File: src/rtl/uart_pkt_tx.sv
// rtl/uart_pkt_tx.sv - packet framer and 8N1 UART serializer
//
// Sends one frame per accepted start: PREFIX, addr, len, len payload bytes
// popped from a show-ahead FIFO, then the XOR of addr, len and the payload.
//
// Ports:
//   clk, n_rst          clock, asynchronous active-low reset
//   start, addr, len    frame request and descriptor (sampled while idle)
//   fifo_q, fifo_empty  show-ahead payload FIFO head and empty flag
//   fifo_rdreq          one-cycle pop of fifo_q
//   tx                  UART line, idle high
//   busy, done          frame in progress, one-cycle completion pulse

module uart_pkt_tx #(
  parameter int         CLK_HZ   = 48_000_000,
  parameter int         BAUD     = 115200,
  parameter logic [7:0] PREFIX   = 8'hDD,
  parameter int         GAP_BITS = 0
) (
  input  logic       clk,
  input  logic       n_rst,
  input  logic       start,
  input  logic [7:0] addr,
  input  logic [7:0] len,
  input  logic [7:0] fifo_q,
  input  logic       fifo_empty,
  output logic       fifo_rdreq,
  output logic       tx,
  output logic       busy,
  output logic       done
);

  localparam int BIT_T    = CLK_HZ / BAUD;
  localparam int LAST_BIT = 9 + GAP_BITS;   // stop bit plus gap bits
  localparam int CW       = (BIT_T > 1) ? $clog2(BIT_T) : 1;
  localparam int IW       = $clog2(LAST_BIT + 1);

  localparam logic [CW-1:0] BIT_END      = CW'(BIT_T - 1);
  localparam logic [IW-1:0] IDX_END      = IW'(LAST_BIT);
  localparam logic [IW-1:0] IDX_DATA_END = IW'(8);

  typedef enum logic [2:0] {
    S_IDLE, S_PREFIX, S_ADDR, S_LEN, S_PAYLOAD, S_CRC
  } state_t;

  state_t        state, state_d;
  logic [CW-1:0] bit_cnt, bit_cnt_d;
  logic [IW-1:0] bit_idx, bit_idx_d;
  logic [7:0]    shreg, shreg_d;
  logic          tx_q, tx_d;
  logic [7:0]    addr_q, addr_d;
  logic [7:0]    len_q, len_d;
  logic [7:0]    byte_cnt, byte_cnt_d;   // payload bytes not yet fetched
  logic [7:0]    csum, csum_d;
  logic          waiting, waiting_d;     // payload underflow, line held idle
  logic          done_q, done_d;

  logic          bit_end, byte_end;
  logic          load, fetch;
  logic [7:0]    load_val;

  always_ff @(posedge clk or negedge n_rst) begin
    if (!n_rst) begin
      state    <= S_IDLE;
      bit_cnt  <= '0;
      bit_idx  <= '0;
      shreg    <= 8'h00;
      tx_q     <= 1'b1;
      addr_q   <= 8'h00;
      len_q    <= 8'h00;
      byte_cnt <= 8'h00;
      csum     <= 8'h00;
      waiting  <= 1'b0;
      done_q   <= 1'b0;
    end else begin
      state    <= state_d;
      bit_cnt  <= bit_cnt_d;
      bit_idx  <= bit_idx_d;
      shreg    <= shreg_d;
      tx_q     <= tx_d;
      addr_q   <= addr_d;
      len_q    <= len_d;
      byte_cnt <= byte_cnt_d;
      csum     <= csum_d;
      waiting  <= waiting_d;
      done_q   <= done_d;
    end
  end

  always_comb begin
    state_d    = state;
    bit_cnt_d  = bit_cnt;
    bit_idx_d  = bit_idx;
    shreg_d    = shreg;
    tx_d       = tx_q;
    addr_d     = addr_q;
    len_d      = len_q;
    byte_cnt_d = byte_cnt;
    csum_d     = csum;
    waiting_d  = waiting;
    done_d     = 1'b0;
    fifo_rdreq = 1'b0;
    load       = 1'b0;
    load_val   = 8'h00;
    fetch      = 1'b0;
    bit_end    = (bit_cnt == BIT_END);
    byte_end   = bit_end && (bit_idx == IDX_END);

    case (state)
      S_IDLE: begin
        tx_d = 1'b1;
        // done_q blocks a start held through the completion cycle
        if (start && !done_q) begin
          addr_d     = addr;
          len_d      = len;
          byte_cnt_d = len;
          csum_d     = addr ^ len;
          state_d    = S_PREFIX;
          load       = 1'b1;
          load_val   = PREFIX;
        end
      end
      default: begin
        if (waiting) begin
          fetch = 1'b1;
        end else if (!bit_end) begin
          bit_cnt_d = bit_cnt + 1'b1;
        end else if (!byte_end) begin
          bit_cnt_d = '0;
          bit_idx_d = bit_idx + 1'b1;
          if (bit_idx_d <= IDX_DATA_END) begin
            tx_d    = shreg[0];
            shreg_d = {1'b0, shreg[7:1]};
          end else begin
            tx_d = 1'b1;
          end
        end else begin
          // Byte boundary: the next byte starts on this same edge
          case (state)
            S_PREFIX: begin
              state_d  = S_ADDR;
              load     = 1'b1;
              load_val = addr_q;
            end
            S_ADDR: begin
              state_d  = S_LEN;
              load     = 1'b1;
              load_val = len_q;
            end
            S_LEN: begin
              if (len_q == 8'h00) begin
                state_d  = S_CRC;
                load     = 1'b1;
                load_val = csum;
              end else begin
                state_d = S_PAYLOAD;
                fetch   = 1'b1;
              end
            end
            S_PAYLOAD: begin
              if (byte_cnt == 8'h00) begin
                state_d  = S_CRC;
                load     = 1'b1;
                load_val = csum;
              end else begin
                fetch = 1'b1;
              end
            end
            S_CRC: begin
              state_d = S_IDLE;
              done_d  = 1'b1;
              tx_d    = 1'b1;
            end
            default: state_d = S_IDLE;
          endcase
        end
      end
    endcase

    if (fetch) begin
      if (!fifo_empty) begin
        fifo_rdreq = 1'b1;
        load       = 1'b1;
        load_val   = fifo_q;
        csum_d     = csum ^ fifo_q;
        byte_cnt_d = byte_cnt - 8'd1;
        waiting_d  = 1'b0;
      end else begin
        waiting_d = 1'b1;
        tx_d      = 1'b1;
      end
    end

    // Every byte start reloads the bit timer, so bytes never drift
    if (load) begin
      shreg_d   = load_val;
      tx_d      = 1'b0;
      bit_cnt_d = '0;
      bit_idx_d = '0;
    end
  end

  assign tx   = tx_q;
  assign busy = (state != S_IDLE);
  assign done = done_q;

endmodule

File: config.mk
export PLATFORM = sky130hd
export DESIGN_NAME = uart_pkt_tx
export DESIGN_NICKNAME = d
export VERILOG_FILES = /design/src/rtl/uart_pkt_tx.sv
export SDC_FILE = /design/constraint.sdc
export NUM_CORES = 1
export LEC_CHECK = 0
export BUFFER_PORTS_ARGS = -buffer_cell sky130_fd_sc_hd__buf_2
export CORE_MARGIN = 2
export CORE_UTILIZATION = 35
export DETAILED_ROUTE_END_ITERATION = 8
export PLACE_DENSITY = 0.63
export SETUP_SLACK_MARGIN = 0.1
export SYNTH_ARGS = -nofsm -noshare
export SYNTH_HDL_FRONTEND = slang
export SYNTH_SLANG_ARGS = --single-unit
File: constraint.sdc
create_clock -name clk -period 2.65 [get_ports clk]
set_input_delay 0.53 -clock clk [delete_from_list [all_inputs] [get_ports clk]]
set_output_delay 0.53 -clock clk [all_outputs]
set_load 0.005 [all_outputs]
After elaboration in Yosys (flattened, before gate mapping)
Index checks and enable logic that the tools add are counted.
Widths: inputs -> output; s select.
{"block": "classes", "mux": 76, "add_sub_neg": 3, "n_mul": 0, "n_reduce_logical": 17, "bitwise_logic": 2, "eq_ne": 14, "n_lt_le_gt_ge": 1, "n_shift": 0, "n_div": 0}
{"operator": "$mux 8", "count": 23}
{"operator": "$mux 9", "count": 5}
{"operator": "$mux 1", "count": 33}
{"operator": "$pmux 8 s4", "count": 1}
{"operator": "$mux 4", "count": 5}
{"operator": "$mux 3", "count": 6}
{"operator": "$logic_not 8->1", "count": 2}
{"operator": "$xor 8x8->8", "count": 2}
{"operator": "$pmux 3 s4", "count": 1}
{"operator": "$reduce_and 5->1", "count": 2}
{"operator": "$add 9x1->9 const B", "count": 1}
{"operator": "$eq 9x9->1 const B", "count": 1}
{"operator": "$reduce_bool 2->1", "count": 4}
{"operator": "$sub 8x1->8 const B", "count": 1}
{"operator": "$eq 3x2->1 const B", "count": 2}
{"operator": "$eq 3x3->1 const B", "count": 2}
{"operator": "$ne 2x1->1 const B", "count": 3}
{"operator": "$ne 3x2->1 const B", "count": 2}
{"operator": "$add 4x1->4 const B", "count": 1}
{"operator": "$eq 4x4->1 const B", "count": 1}
{"operator": "$le 4x4->1 const B", "count": 1}
{"operator": "$ne 2x2->1 const B", "count": 2}
{"operator": "$reduce_and 4->1", "count": 1}
{"operator": "$eq 3x1->1 const B", "count": 1}
{"operator": "9 further kinds", "count": 10}
{"block": "totals", "memories": 0, "ff_bits": 59, "out_inout_bits": 4, "rom_bits": 0, "inputBits": 28, "latchBits": 0, "mem_bits_rw": 0, "wordCells": 124}

Depth between registers and ports, before layout
{"block": "depth", "ltp_word": 11, "mapped_depth": 11, "depth_no_buf": 9}

Worst setup path after synthesis
Ideal clock, no wire load.
{"block": "synth_timing", "kind": "reg-to-output", "start": "register bit_idx[1]", "end": "output port fifo_rdreq", "path_slack_ps": 344, "t_required_ps": 2120, "arrival_ps": 1776, "stages_incl_launch_ff": 10, "cell_sequence": "dfrtp_1 -> inv_1 -> ha_1 -> nand3b_1 -> or3_1 -> clkbuf_1 -> a21oi_2 -> o21ai_4 -> inv_2 -> buf_2"}
{"block": "synth_via", "elab_chain_len": 7}
{"item": "from (decl)", "line_no": "48", "rtl": "logic [IW-1:0] bit_idx, bit_idx_d;"}
{"item": "from (signal assigned)", "line_no": "78", "rtl": "bit_idx <= bit_idx_d;"}
{"item": "$eq 4x4->1", "line_no": "107", "rtl": "byte_end = bit_end && (bit_idx == IDX_END);"}
{"item": "$logic_and 1x1->1", "line_no": "107"}
{"item": "$mux 1", "line_no": "128", "rtl": "end else if (!byte_end) begin"}
{"item": "$mux 1", "line_no": "126", "rtl": "end else if (!bit_end) begin"}
{"item": "$mux 1", "line_no": "124", "rtl": "if (waiting) begin"}
{"item": "$mux 1", "line_no": "109", "rtl": "case (state)"}
{"item": "$mux 1", "line_no": "180", "rtl": "if (fetch) begin"}
{"item": "to (decl)", "line_no": "27", "rtl": "output logic fifo_rdreq,"}
No other way between the ends.

Worst setup path in the final report
{"block": "layout_timing", "start": "register byte_cnt[0]", "end": "output port fifo_rdreq"}
{"block": "layout_via", "elab_chain_len": 8}
{"item": "from (decl)", "line_no": "53", "rtl": "logic [7:0] byte_cnt, byte_cnt_d;"}
{"item": "from (signal assigned)", "line_no": "83", "rtl": "byte_cnt <= byte_cnt_d;"}
{"item": "$logic_not 8->1", "line_no": "161", "rtl": "if (byte_cnt == 8'h00) begin"}
{"item": "$mux 1", "line_no": "161"}
{"item": "$pmux 1 s2", "line_no": "139", "rtl": "case (state)"}
{"item": "$mux 1", "line_no": "128"}
{"item": "$mux 1", "line_no": "126"}
{"item": "$mux 1", "line_no": "124"}
{"item": "$mux 1", "line_no": "109"}
{"item": "$mux 1", "line_no": "180"}
No other way between the ends.

==> flow_metrics.py <==
metrics = {
    "run_status": {
        "status": "completed",
    },
    "clocking": {
        "cts_root_buf": "clkbuf_8",
        "clockBufferDepth": 2,
        "worstSkewPairLatency_ps": 350,
        "holdBufCountCts": 0,
        "ctsHtreeMaxLevel": 3,
        "clkTransAtPathRegs_ps": 70,
        "cts_tree": "done",
        "cts_buffers": 9,
        "clock_sinks": 59,
    },
    "timing": {
        "worst-slew-pin-transition_ps": 702,
        "slew_headroom_pct": 53.2,
        "fin_worst_skew_ps": 10.9,
        "setup_viol": 0,
        "hold_violations": 0,
        "finalMaxSlewViolations": 0,
        "min_period_ps": 2620,
        "clock.fmax_mhz": 382,
        "setup-tns-final_ps": 0,
        "post-route-period-util_pct": 98.7,
        "grt_setup_unrepaired": "true",
        "hold_ws_ps": 225,
    },
    "route": {
        "dr.max_layer_used": "met4",
        "drt_iter0_drc": 147,
        "antenna_left": 0,
        "wl_met2_mm": 4.44,
        "routed-wl-met3_um": 403,
        "met1_length_mm": 4.22,
        "routed_wl_mm": 9.19,
        "avgViaCountPerCell": 5.37,
        "wire_per_inst_um": 16.2,
        "vias": 3053,
        "post-route-drc-count": 0,
        "dr.pass1.iters": 5,
    },
    "setup_path": {
        "cp_max_fo": 2,
        "r2r-end": "csum[7]$_DFF_PN0_",
        "cp.arrival_ps": 2090,
        "end_kind": "primary output",
        "worst_r2r_path_depth": 10,
        "crit_start": "byte_cnt[0]$_DFF_PN0_",
        "crit_type": "reg -> out",
        "r2r-start": "byte_cnt[0]$_DFF_PN0_",
        "cp.required_ps": 2120,
        "rrSetupSlack_ps": 100,
        "critPathCapture": "fifo_rdreq",
        "start_kind": "flip-flop",
    },
    "final_layout": {
        "post-route-util_pct": 44.1,
        "fin_nets": 464,
        "final_cells": 569,
        "area_growth_pct": 22.8,
        "drive_above_1_share_pct": 26.6,
        "n_antenna_cell": 0,
    },
    "die": {
        "die_area_sq_mm": 0.0109,
        "start_util_pct": 35.9,
        "core_sq_mm": 0.00977,
        "row_count": 36,
        "ios": 32,
        "die_h_um": 104,
        "die_x_um": 104,
    },
    "placement": {
        "portBuffers": 31,
        "finalWeightedCongestion": 0.849,
        "dp_cells": 540,
        "dpl.hpwl_mm": 6.33,
    },
    "synthesis": {
        "syn_inst": 380,
        "synth_edf_count": 0,
        "ys_seq_area_share_pct": 42.1,
        "yosysWarnings": 0,
        "syn_nets": 413,
        "synthArstFlopShare_pct": 100,
        "synth_top_flop_cell": "dfrtp_1",
        "synth_area_sq_mm": 0.00351,
        "ys_types": 61,
        "syn_area_per_cell_sq_um": 9.25,
        "ys_ff_latch": 59,
    },
    "power_and_ir_drop": {
        "power_density_mw_per_mm2": 902,
        "leakage_nw": 1.87,
        "ir_drop_uv": 452,
    },
    "global_routing": {
        "grt.overflow.total": 0,
        "antenna_found_initial": 0,
        "grt_max_degree": 32,
        "grt_first_pass_wirelength_mm": 14.8,
        "grt_pass1_vias": 2880,
        "grt_util_all_layers_pct": 17.0,
    },
    "hold_path": {
        "holdCritPathClass": "in -> async",
    },
    "job": {
        "maxCapViolCount": 0,
    },
}
## Yosys cell counts (all sizes together) (2+ instances only)
library cell / n / area share (%)
a221oi: 11 / 2.7
clkbuf: 8 / 0.85
or3: 2 / 0.36
a21o: 3 / 0.64
nand2: 63 / 6.8
and3: 5 / 0.89
o21ai: 12 / 2.0
a31o: 2 / 0.50
o221a: 5 / 1.6
o31ai: 2 / 0.43
xnor2: 16 / 4.0
nand3b: 3 / 0.64
nor4: 2 / 0.36
a211oi: 3 / 0.78
ha: 5 / 1.8
or2: 3 / 0.53
nor3b: 3 / 0.78
buf: 17 / 2.8
a21oi: 13 / 2.1
nand3: 11 / 1.7
nor2b: 5 / 0.89
a31oi: 8 / 1.4
dfrtp: 58 / 41
mux2i: 16 / 4.6
xor2: 4 / 1.0
nand4: 11 / 2.0
o22ai: 2 / 0.36
mux2: 3 / 0.96
nor2: 24 / 2.6
inv: 13 / 1.4
o2bb2ai: 7 / 1.7
o211ai: 2 / 0.57
a22oi: 8 / 1.7
nand4b: 5 / 1.2
nor3: 11 / 1.6
## where the power goes
| part | switching [mW] | internal (mW) |
|---|---|---|
| Clock | 0.410 | 0.535 |
| Sequential | 0.286 | 1.24 |
| Combinational | 0.732 | 0.690 |
| Total | 1.43 | 2.46 |
## state kept, by name, summed over array words and instances, names as in the netlist, 3 cells and up
register  cells
bit_cnt       9
addr_q        8
byte_cnt      8
csum          8
len_q         8
shreg         8
bit_idx       4
state         3
## what timing repair did
item | CTS | global route
cloned | 0 | 1
pin swaps | 3 | 6
setup endpoints to repair | 1 | 31
gates resized for setup | 7 | 17
buffers inserted | 7 | 5
## placed cells by master (no fill, tap or decap), types with 4 or more instances in the layout
cell / instances
xor2_1: 4
nand4_1: 11
nand2_1: 61
mux2i_1: 16
nor2_1: 24
ha_1: 4
buf_4: 28
buf_2: 30
inv_1: 10
o21ai_0: 11
a22oi_1: 8
a221oi_1: 8
clkbuf_8: 9
nor3_1: 10
nand4b_1: 5
o221a_2: 5
nand3_1: 10
nor2b_1: 5
a31oi_1: 8
o2bb2ai_1: 7
dfrtp_1: 58
xnor2_1: 16
and3_1: 4
a21oi_1: 11
## worst min-delay path by stage
stage / depth (start not counted) / endpoint / slack, ps
final: 1 / bit_idx[2]$_DFFE_PN0P_ / 230
after global routing: 1 / byte_cnt[3]$_DFF_PN0_ / 280
after CTS: 1 / bit_idx[2]$_DFFE_PN0P_ / 230
after detailed placement: 2 / addr_q[7]$_DFFE_PN0P_ / 470
after global placement: 2 / addr_q[2]$_DFFE_PN0P_ / 460
after floorplan: 0 / addr_q[0]$_DFFE_PN0P_ / 230
## through the flow
| step | power (mW) | instance area (sq um) | worst slack (ps) |
|---|---|---|---|
| after floorplan | 2.40 | 3510 | 344 |
| after global placement | 2.75 | 3880 | 199 |
| after detailed placement | 2.79 | 3880 | 147 |
| after CTS | 3.80 | 4180 | 20.6 |
| after global routing | 4.15 | 4310 | -57.6 |
| final | 3.89 | 4310 | 34.6 |
## kinds of logic (layout without fill, tap and decap cells)
| logic type | Yosys count | count (layout) | share of synthesized area, % |
|---|---|---|---|
| multiplexers | 19 | 19 | 5.52 |
| AND/OR/NAND/NOR | 153 | 153 | 21.9 |
| flip-flops | 59 | 59 | 42.1 |
| AO/OA/AOI/OAI | 86 | 87 | 18.7 |
| buffers and inverters | 38 | 93 | 5.06 |
| XOR/XNOR | 20 | 20 | 4.99 |
| adder cells (fa/ha/maj) | 5 | 5 | 1.78 |
## final cells by class
class | instances | area [sq um]
Multi-Input combinational cell | 284 | 1940
Clock buffer | 9 | 124
Tap cell | 133 | 166
Timing Repair Buffer | 64 | 449
Fill cell | 957 | 5460
Sequential cell | 59 | 1480
Inverter | 13 | 53.8
Clock inverter | 7 | 101
## layer usage
layer	GRT usage [%]	up-vias
met2	27.6	72
met1	22.5	1482
met5	0	-
met4	4.54	0
li1	-	1484
met3	4.26	15
## critical path, stage by stage (launching register included)
cell and delay (ps):
dfrtp_1 400, inv_2 90, ha_4 130, or4b_4 480, o211ai_2 160, a21oi_2 100
o21ai_4 200, inv_6 60, buf_6 110
(Power assumes the default switching activity.)
